## src/rtl/fetch_ctrl.sv

```systemverilog
// rtl/fetch_ctrl.sv - instruction-fetch sequencer: PC control, imem handshake, redirect resolution
// Optional FETCH_ADDR_ERR_EN: misaligned fetch addresses trap to decode with if_adel instead of being issued.
module fetch_ctrl #(
  parameter int               WIDTH    = 32,
  parameter logic [WIDTH-1:0] RESET_PC = 32'hbfc00000,
  parameter logic [WIDTH-1:0] EXC_VEC  = 32'hbfc00380
) (
  input  logic             clk,
  input  logic             rst_n,
  input  logic [WIDTH-1:0] pc_q,
  output logic             pc_en,
  output logic [WIDTH-1:0] pc_d,
  output logic             pc_flush,
  output logic [WIDTH-1:0] pc_newpc,
  input  logic             exc_i,
  input  logic             eret_i,
  input  logic [WIDTH-1:0] epc_i,
  input  logic             branch_i,
  input  logic [WIDTH-1:0] branch_target_i,
  input  logic             stall_i,
  output logic             inst_req,
  output logic [WIDTH-1:0] inst_addr,
  input  logic             inst_addr_ok,
  input  logic             inst_data_ok,
  input  logic [WIDTH-1:0] inst_rdata,
  output logic             if_valid,
  output logic [WIDTH-1:0] if_pc,
  output logic [WIDTH-1:0] if_inst,
  output logic             if_adel
);

  typedef enum logic [1:0] {S_IDLE, S_REQ, S_WAIT, S_HOLD} state_t;

  state_t           state, state_next;
  logic [WIDTH-1:0] req_addr, req_addr_next;
  logic [WIDTH-1:0] redir_addr, redir_addr_next;
  logic [WIDTH-1:0] hold_pc, hold_pc_next;
  logic [WIDTH-1:0] hold_inst, hold_inst_next;
  logic             cancel, cancel_next;
  logic             redir;
  logic [WIDTH-1:0] tgt;
`ifdef FETCH_ADDR_ERR_EN
  logic             adel, adel_next;
`endif

  always_comb begin
    redir = exc_i | eret_i | branch_i;
    if (exc_i)       tgt = EXC_VEC;
    else if (eret_i) tgt = epc_i;
    else             tgt = branch_target_i;
  end

  assign pc_flush  = redir;
  assign pc_newpc  = tgt;
  assign pc_d      = pc_q + WIDTH'(4);
  assign inst_req  = (state == S_REQ);
  assign inst_addr = req_addr;
  assign if_valid  = (state == S_HOLD);
  assign if_pc     = hold_pc;
  assign if_inst   = hold_inst;

  always_comb begin
    state_next      = state;
    req_addr_next   = req_addr;
    redir_addr_next = redir_addr;
    cancel_next     = cancel;
    hold_pc_next    = hold_pc;
    hold_inst_next  = hold_inst;
    pc_en           = 1'b0;
    case (state)
      S_IDLE: begin
        state_next    = S_REQ;
        req_addr_next = redir ? tgt : pc_q;
      end
      S_REQ: begin
        // The request is never withdrawn; a redirect only marks its response stale.
        if (redir) begin
          cancel_next     = 1'b1;
          redir_addr_next = tgt;
        end
        if (inst_addr_ok) state_next = S_WAIT;
      end
      S_WAIT: begin
        if (redir) begin
          cancel_next     = 1'b1;
          redir_addr_next = tgt;
        end
        if (inst_data_ok) begin
          if (cancel || redir) begin
            cancel_next   = 1'b0;
            req_addr_next = redir ? tgt : redir_addr;
            state_next    = S_REQ;
          end else begin
            hold_inst_next = inst_rdata;
            hold_pc_next   = req_addr;
            state_next     = S_HOLD;
          end
        end
      end
      S_HOLD: begin
        if (redir) begin
          req_addr_next = tgt;
          state_next    = S_REQ;
        end else if (!stall_i) begin
          pc_en         = 1'b1;
          req_addr_next = pc_d;
          state_next    = S_REQ;
        end
      end
      default: state_next = S_IDLE;
    endcase
`ifdef FETCH_ADDR_ERR_EN
    adel_next = adel && (state_next == S_HOLD);
    // A misaligned fetch never reaches the bus; it is handed to decode as a faulting slot.
    if (state_next == S_REQ && state != S_REQ && req_addr_next[1:0] != 2'b00) begin
      state_next     = S_HOLD;
      hold_inst_next = '0;
      hold_pc_next   = req_addr_next;
      adel_next      = 1'b1;
    end
`endif
  end

  always_ff @(posedge clk or negedge rst_n) begin
    if (!rst_n) begin
      state      <= S_IDLE;
      req_addr   <= RESET_PC;
      redir_addr <= RESET_PC;
      hold_pc    <= RESET_PC;
      hold_inst  <= '0;
      cancel     <= 1'b0;
`ifdef FETCH_ADDR_ERR_EN
      adel       <= 1'b0;
`endif
    end else begin
      state      <= state_next;
      req_addr   <= req_addr_next;
      redir_addr <= redir_addr_next;
      hold_pc    <= hold_pc_next;
      hold_inst  <= hold_inst_next;
      cancel     <= cancel_next;
`ifdef FETCH_ADDR_ERR_EN
      adel       <= adel_next;
`endif
    end
  end

`ifdef FETCH_ADDR_ERR_EN
  assign if_adel = adel;
`else
  assign if_adel = 1'b0;
`endif

endmodule

```

## config.mk

```make
export PLATFORM = sky130hd
export DESIGN_NAME = fetch_ctrl
export DESIGN_NICKNAME = d
export VERILOG_FILES = /design/src/rtl/fetch_ctrl.sv
export SDC_FILE = /design/constraint.sdc
export NUM_CORES = 1
export LEC_CHECK = 0
export CAP_MARGIN = 10
export CORE_AREA = 2 2 128 130
export DETAILED_ROUTE_END_ITERATION = 12
export DIE_AREA = 0 0 130 132
export GPL_ROUTABILITY_DRIVEN = 0
export GPL_TIMING_DRIVEN = 0
export PLACE_DENSITY = 0.88
export SYNTH_ARGS = -nofsm -noshare
export SYNTH_HDL_FRONTEND = slang
export SYNTH_SLANG_ARGS = --single-unit
```

## constraint.sdc

```tcl
create_clock -name clk -period 5.75 [get_ports clk]
set_input_delay 1.15 -clock clk [delete_from_list [all_inputs] [get_ports clk]]
set_output_delay 1.15 -clock clk [all_outputs]
set_load 0.01 [all_outputs]
```

==> metrics, run 1 <==
Least-Margin Pin Slew=slightly above 1 ns; Synthesized Nets=roughly 840; Pleak=4.74 nW; Fmax=about 180 MHz; hold path cells=2; Final Hold Viols=0; Resized cells post-CTS=0; via count=about 7100; # setup viols final=0; clock-pin transition on the worst setup and hold timing paths=0.06 ns; Die Area=0.0172 mm^2; TritonCTS clock tree=yes; first-pass GRT wire length=between 30000 and 40000 um; CTS Sinks=131; worst path arrival time=between 4 and 5 ns; Synth Warn #=0; pin count of the biggest net entering global routing=75; reg2reg start=state[0]; synthesis-to-finish area growth=53.5%; DR WL/cell=roughly 21 um; Min Clock Period, post-route=roughly 5.5 ns; Synth Flop Type=dfrtp_1; outcome=finished, final reports clean; Clock Path Buffers=2; 1st-iter DRT viols=between 600 and 700; Area contributors post-synth=dfrtp_1 36%, mux2_2 11%, dfstp_2 9.8%; Die Span X=around 130 um; maximum vdd drop=between 0.0002 and 0.00025 V; Post-CTS Setup Bufs=0; Hold WS=between 0.4 and 0.5 ns; Buffers on Ports=~300; Die Ht=132 um; Worst setup SP type=input port; EDFF count, synth=0; Yosys reg bits=around 130; Vias/cell=about 5.7; clock latency on the worst-skew pair=between 0.4 and 0.5 ns; antenna-violating nets left=0; Post-synth ARST share=100%; io pins=301; row cnt=46; core area=approximately 0.016 mm^2; grt total ovfl=0; antenna violations before repair=0; Layout Skew=between 0.004 and 0.005 ns; r2r setup slk=around 2.8 ns; top cell type by total area after synthesis=dfrtp_1; count leader, synth=dfrtp_1; design area=0.0111 mm^2; CTS Buf Count=17; Synth top area share=a little over a third; Starting Density=about 46%; Commonest cells post-synth=104 x dfrtp_1, 71 x mux2_2, 49 x nand2_1, 49 x nor2_1, 43 x a21oi_1; Final Max Slew Viols=0; power per cell area=between 300 and 400 mW/mm^2; ant diodes=0; final wirelength=around 27000 um; WP data required=between 4 and 5 ns; Worst R2R End=inst_addr[4]; HP Class=flip-flop to flip-flop; total power=between 3 and 4 mW; RSZ-0062 raised after global routing=no; worst hold start=redir_addr[29]; DP HPWL=just over 20000 um; vias in the first global route=7130; GR Util All Layers=30.7%; layout net count=1156; period utilization=a little over nine tenths; layout cell share with drive strength beyond 1=between 15 and 20%; sequential share of the synthesized area=a little under half; relative slew slack=a little under a third; CTS hold repair buffers=0; DRC Markers=0; Setup crit end kind=output pin; r2r worst-path depth=7; crit-path max FO=10; Distinct cells, synth=66; Hold EP=redir_addr[29]; Mapped Cells=697; Synth Area per Inst=about 10 um^2; max-cap violations=0; Crit Path Category=input port to output pin; Root Buffer=clkbuf_16; drt pass-1 iters=5; CTS H-tree lvls=4; placed cell area=between 0.01 and 0.015 mm^2; synthesized area=0.00725 mm^2
==> registers in the layout (all words and copies together), names as in the netlist <==
| register | cells |
|---|---|
| inst_addr | 32 |
| state | 2 |
| redir_addr | 32 |
| if_pc | 32 |
| cancel | 1 |
| if_inst | 32 |
==> power breakdown <==
part	total [mW]	internal [mW]	switching, mW
Sequential	1.32	1.17	0.150
Clock	1.12	0.694	0.429
Combinational	1.31	0.603	0.703
Total	3.75	2.47	1.28
==> layout by cell type (no fill, tap or decap), drive strengths merged, types with 7 or more instances in the layout <==
cell type / instances
clkdlybuf4s50: 297
dfrtp: 104
mux2: 72
nor2: 50
nand2: 50
a21oi: 43
clkbuf: 43
o21ai: 35
dfstp: 27
buf: 27
inv: 26
mux2i: 23
nand3: 20
a221o: 17
nor2b: 16
nor3: 15
xnor2: 13
a22o: 13
a22oi: 13
xor2: 12
a221oi: 12
or2: 10
a211o: 7
and3: 7
a31oi: 7
nor4: 7
==> worst max path at each step <==
stage              endpoint  startpoint  slack [ns]
2_1_floorplan      pc_d[22]     pc_q[2]        1.99
3_3_place_gp     if_inst[5]       rst_n       -1.77
3_5_place_dp   pc_newpc[15]      eret_i        0.37
4_1_cts        pc_newpc[15]      eret_i        0.35
5_1_grt        pc_newpc[15]      eret_i        0.19
6_report       pc_newpc[15]      eret_i        0.26
==> worst max-delay path, cell delays in order <==
cell             delay (ns)
clkdlybuf4s50_1        0.64
clkbuf_1               0.64
buf_1                  0.58
buf_2                  0.40
mux2i_1                0.35
nor2_1                 0.07
clkdlybuf4s50_1        0.49
==> per-stage QoR <==
step / instances / util (%) / TNS, ns / setup WS [ns]
2_1_floorplan: 697 / - / 0 / 1.99
3_3_place_gp: 1211 / 66.9 / -185.13 / -1.77
3_5_place_dp: 1212 / 67.1 / 0 / 0.374
4_1_cts: 1243 / 70.9 / 0 / 0.355
5_1_grt: 1243 / 70.9 / 0 / 0.191
6_report: 1243 / 70.9 / 0 / 0.257
==> layer usage <==
layer	wire, um	global-route usage (%)	vias to the layer above
met5	0	0	-
met4	798	13.6	0
met3	2510	7.18	59
met2	13000	50.5	466
met1	10300	38.3	3438
li1	-	-	3178
==> cells by family (layout without fill, tap and decap cells) <==
kind of cell,Yosys count,count (layout),synth area share [%]
fa+ha+maj,5,5,0.862
xor+xnor,25,25,3.02
simple gates,198,198,15.2
flops,131,131,45.7
other cells,1,1,0.0517
buf+inv,73,403,4.85
mux,95,95,14.3
compound gates,169,169,16.0
==> final cells by class <==
| type | instances | area, um^2 |
|---|---|---|
| Tap cell | 216 | 270 |
| Inverter | 25 | 93.8 |
| Timing Repair Buffer | 299 | 3010 |
| Fill cell | 1181 | 4570 |
| Sequential cell | 131 | 3310 |
| Clock inverter | 11 | 155 |
| Clock buffer | 20 | 447 |
| Multi-Input combinational cell | 493 | 3590 |
| Buffer | 48 | 258 |
Note: power is estimated with default switching activity, not from simulation.
==> run 2: changes to the inputs <==
--- a/config.mk
+++ b/config.mk
@@ -10,7 +10,6 @@
 export DETAILED_ROUTE_END_ITERATION = 12
 export DIE_AREA = 0 0 130 132
 export GPL_ROUTABILITY_DRIVEN = 0
-export GPL_TIMING_DRIVEN = 0
 export PLACE_DENSITY = 0.88
 export SYNTH_ARGS = -nofsm -noshare
 export SYNTH_HDL_FRONTEND = slang
==> metrics, run 2 (synthesis results as in run 1) <==
most common cell after layout, fill and taps aside=clkdlybuf4s50_1; core area=0.0157 mm^2 (unchanged); DR WL/cell=20.1 um (-6.2%); DRC Markers=0 (unchanged); Layout Skew=0.00796 ns (+0.00319 ns); Min Clock Period, post-route=5.00 ns (-0.489 ns); worst path bufs/invs=2 (-3); drt pass-1 iters=7 (+2); CTS Sinks=131 (unchanged); antenna-violating nets left=0 (unchanged); CTS H-tree lvls=4 (unchanged); worst path arrival time=3.85 ns (-0.49 ns); Post-CTS Setup Bufs=0 (unchanged); crit-path max FO=6 (-4); Root Buffer=clkbuf_16; worst hold start=redir_addr[23]; Clock Path Buffers=2 (unchanged); GR Util All Layers=28.2% (-2.6 points); HP Class=flip-flop to flip-flop; Worst setup SP type=input port; Buffers on Ports=299 (+0.34%); Crit Path Category=input port to output pin; Setup crit end kind=output pin; antenna violations before repair=1 (+1); layout net count=1116 (-3.5%); 1st-iter DRT viols=590 (-6.6%); CTS Buf Count=17 (unchanged); layout cell share with drive strength beyond 1=16.8% (-0.044 points); Starting Density=46.2% (unchanged); row cnt=46 (unchanged); maximum vdd drop=0.000237 V (+4.7%); # setup viols final=0 (unchanged); period utilization=87.0% (-8.5 points); Fmax=200 MHz (+9.8%); Resized cells post-CTS=0 (unchanged); Vias/cell=5.64 (-1.9%); relative slew slack=36.1% (+5.4 points); DP HPWL=17700 um (-14%); max-cap violations=0 (unchanged); first-pass GRT wire length=37300 um (-6.6%); power per cell area=334 mW/mm^2 (-0.80%); final wirelength=24200 um (-9.1%); grt total ovfl=0 (unchanged); total power=3.65 mW (-2.6%); Setup TNS=0 ns (unchanged); CP cell instances=clkdlybuf4s50_1 > ha_1 > nand3_2 > or4_4 > o31a_1 > or2_2 > clkdlybuf4s50_1; Final Max Slew Viols=0 (unchanged); Final Hold Viols=0 (unchanged); io pins=301 (unchanged); hold path cells=2 (unchanged); synthesis-to-finish area growth=50.7%; TritonCTS clock tree=yes; Max stage delay on crit path=0.58 ns (-0.06 ns); critical-path cell with the highest stage delay=clkdlybuf4s50_1; Worst R2R End=inst_addr[13]; Die Span X=130 um (unchanged); Worst Setup SP=pc_q[2]; Hold EP=redir_addr[23]; Top delay family on crit path=buffers and inverters; Least-Margin Pin Slew=0.958 ns (-0.0781 ns); outcome=finished, final reports clean; reg2reg start=state[0]; vias in the first global route=6702 (-6.0%); Die Area=0.0172 mm^2 (unchanged); most frequent cells in the layout=296 x clkdlybuf4s50_1, 104 x dfrtp_1, 71 x mux2_2; clock-pin transition on the worst setup and hold timing paths=0.05 ns (about the same); RSZ-0062 raised after global routing=no; FILL cells=1176 (-0.42%); r2r setup slk=3.04 ns (+0.24 ns); pin count of the biggest net entering global routing=83 (+11%); r2r worst-path depth=9 (+2); Die Ht=132 um (unchanged); WP data required=4.60 ns (about the same); cell mode on critical path=clkdlybuf4s50_1; Pleak=4.66 nW (-1.7%); via count=6792 (-4.9%); CTS hold repair buffers=0 (unchanged); clock latency on the worst-skew pair=0.41 ns (about the same)
==> run 2: cell count changes in the layout (fill, tap and decap cells not counted), moves of 2 or more <==
cell and delta:
clkinv_2 +4, buf_2 -6, buf_6 -6, clkinvlp_4 -2, clkbuf_1 -23, buf_1 -6
buf_4 +3
==> run 2: per-layer routing <==
layer	part of all wire [%]	global-route usage [%]	up-vias
met1	40	35.8	3310
met2	50	47.4	351
met3	8.4	6.74	37
met4	2.0	8.66	0
li1	-	-	3094
met5	0	0	-
==> run 2: final cells by class <==
class / count / area, um^2 / area share (%)
inverter: 25 / 93.8 / 0.858
timing repair buffer: 307 / 3050 / 27.9
multi-input combinational: 493 / 3610 / 33.0
antenna: 1 / 2.50 / 0.0229
clock buffer: 19 / 443 / 4.05
clock inverter: 13 / 160 / 1.46
tap: 216 / 270 / 2.47
sequential: 131 / 3310 / 30.3
==> run 2: worst reg2reg max path, delay by kind of cell (launching register included) <==
kind            cells  cell delay (ns)
fa+ha+maj           1             0.19
simple gates        2             0.92
compound gates      3             0.40
flops               1             0.40
buf+inv             3             0.73
==> run 2: worst max-delay path by stage <==
stage                to  depth (start not counted)
2_1_floorplan  pc_d[22]                          5
3_3_place_gp   pc_d[22]                          7
3_5_place_dp   pc_d[22]                          7
4_1_cts        pc_d[22]                          7
5_1_grt        pc_d[26]                          7
6_report       pc_d[22]                          7
==> run 2: power by group <==
part / total, mW / internal, mW / switching [mW]
Combinational: 1.23 / 0.582 / 0.647
Clock: 1.11 / 0.693 / 0.412
Sequential: 1.32 / 1.17 / 0.147
Total: 3.65 / 2.44 / 1.21
==> run 2: stage by stage <==
| stage | cell area (um^2) | hold slack [ns] | setup slack [ns] | utilization (%) | cells |
|---|---|---|---|---|---|
| after floorplan | 7250 | 0.450 | 1.99 | - | 697 |
| after global placement | 10300 | 0.461 | 0.800 | 65.7 | 1172 |
| after detailed placement | 10300 | 0.471 | 0.744 | 65.7 | 1172 |
| after CTS | 10900 | 0.485 | 0.746 | 69.6 | 1204 |
| after global routing | 10900 | 0.500 | 0.614 | 69.6 | 1204 |
| final | 10900 | 0.483 | 0.746 | 69.6 | 1205 |
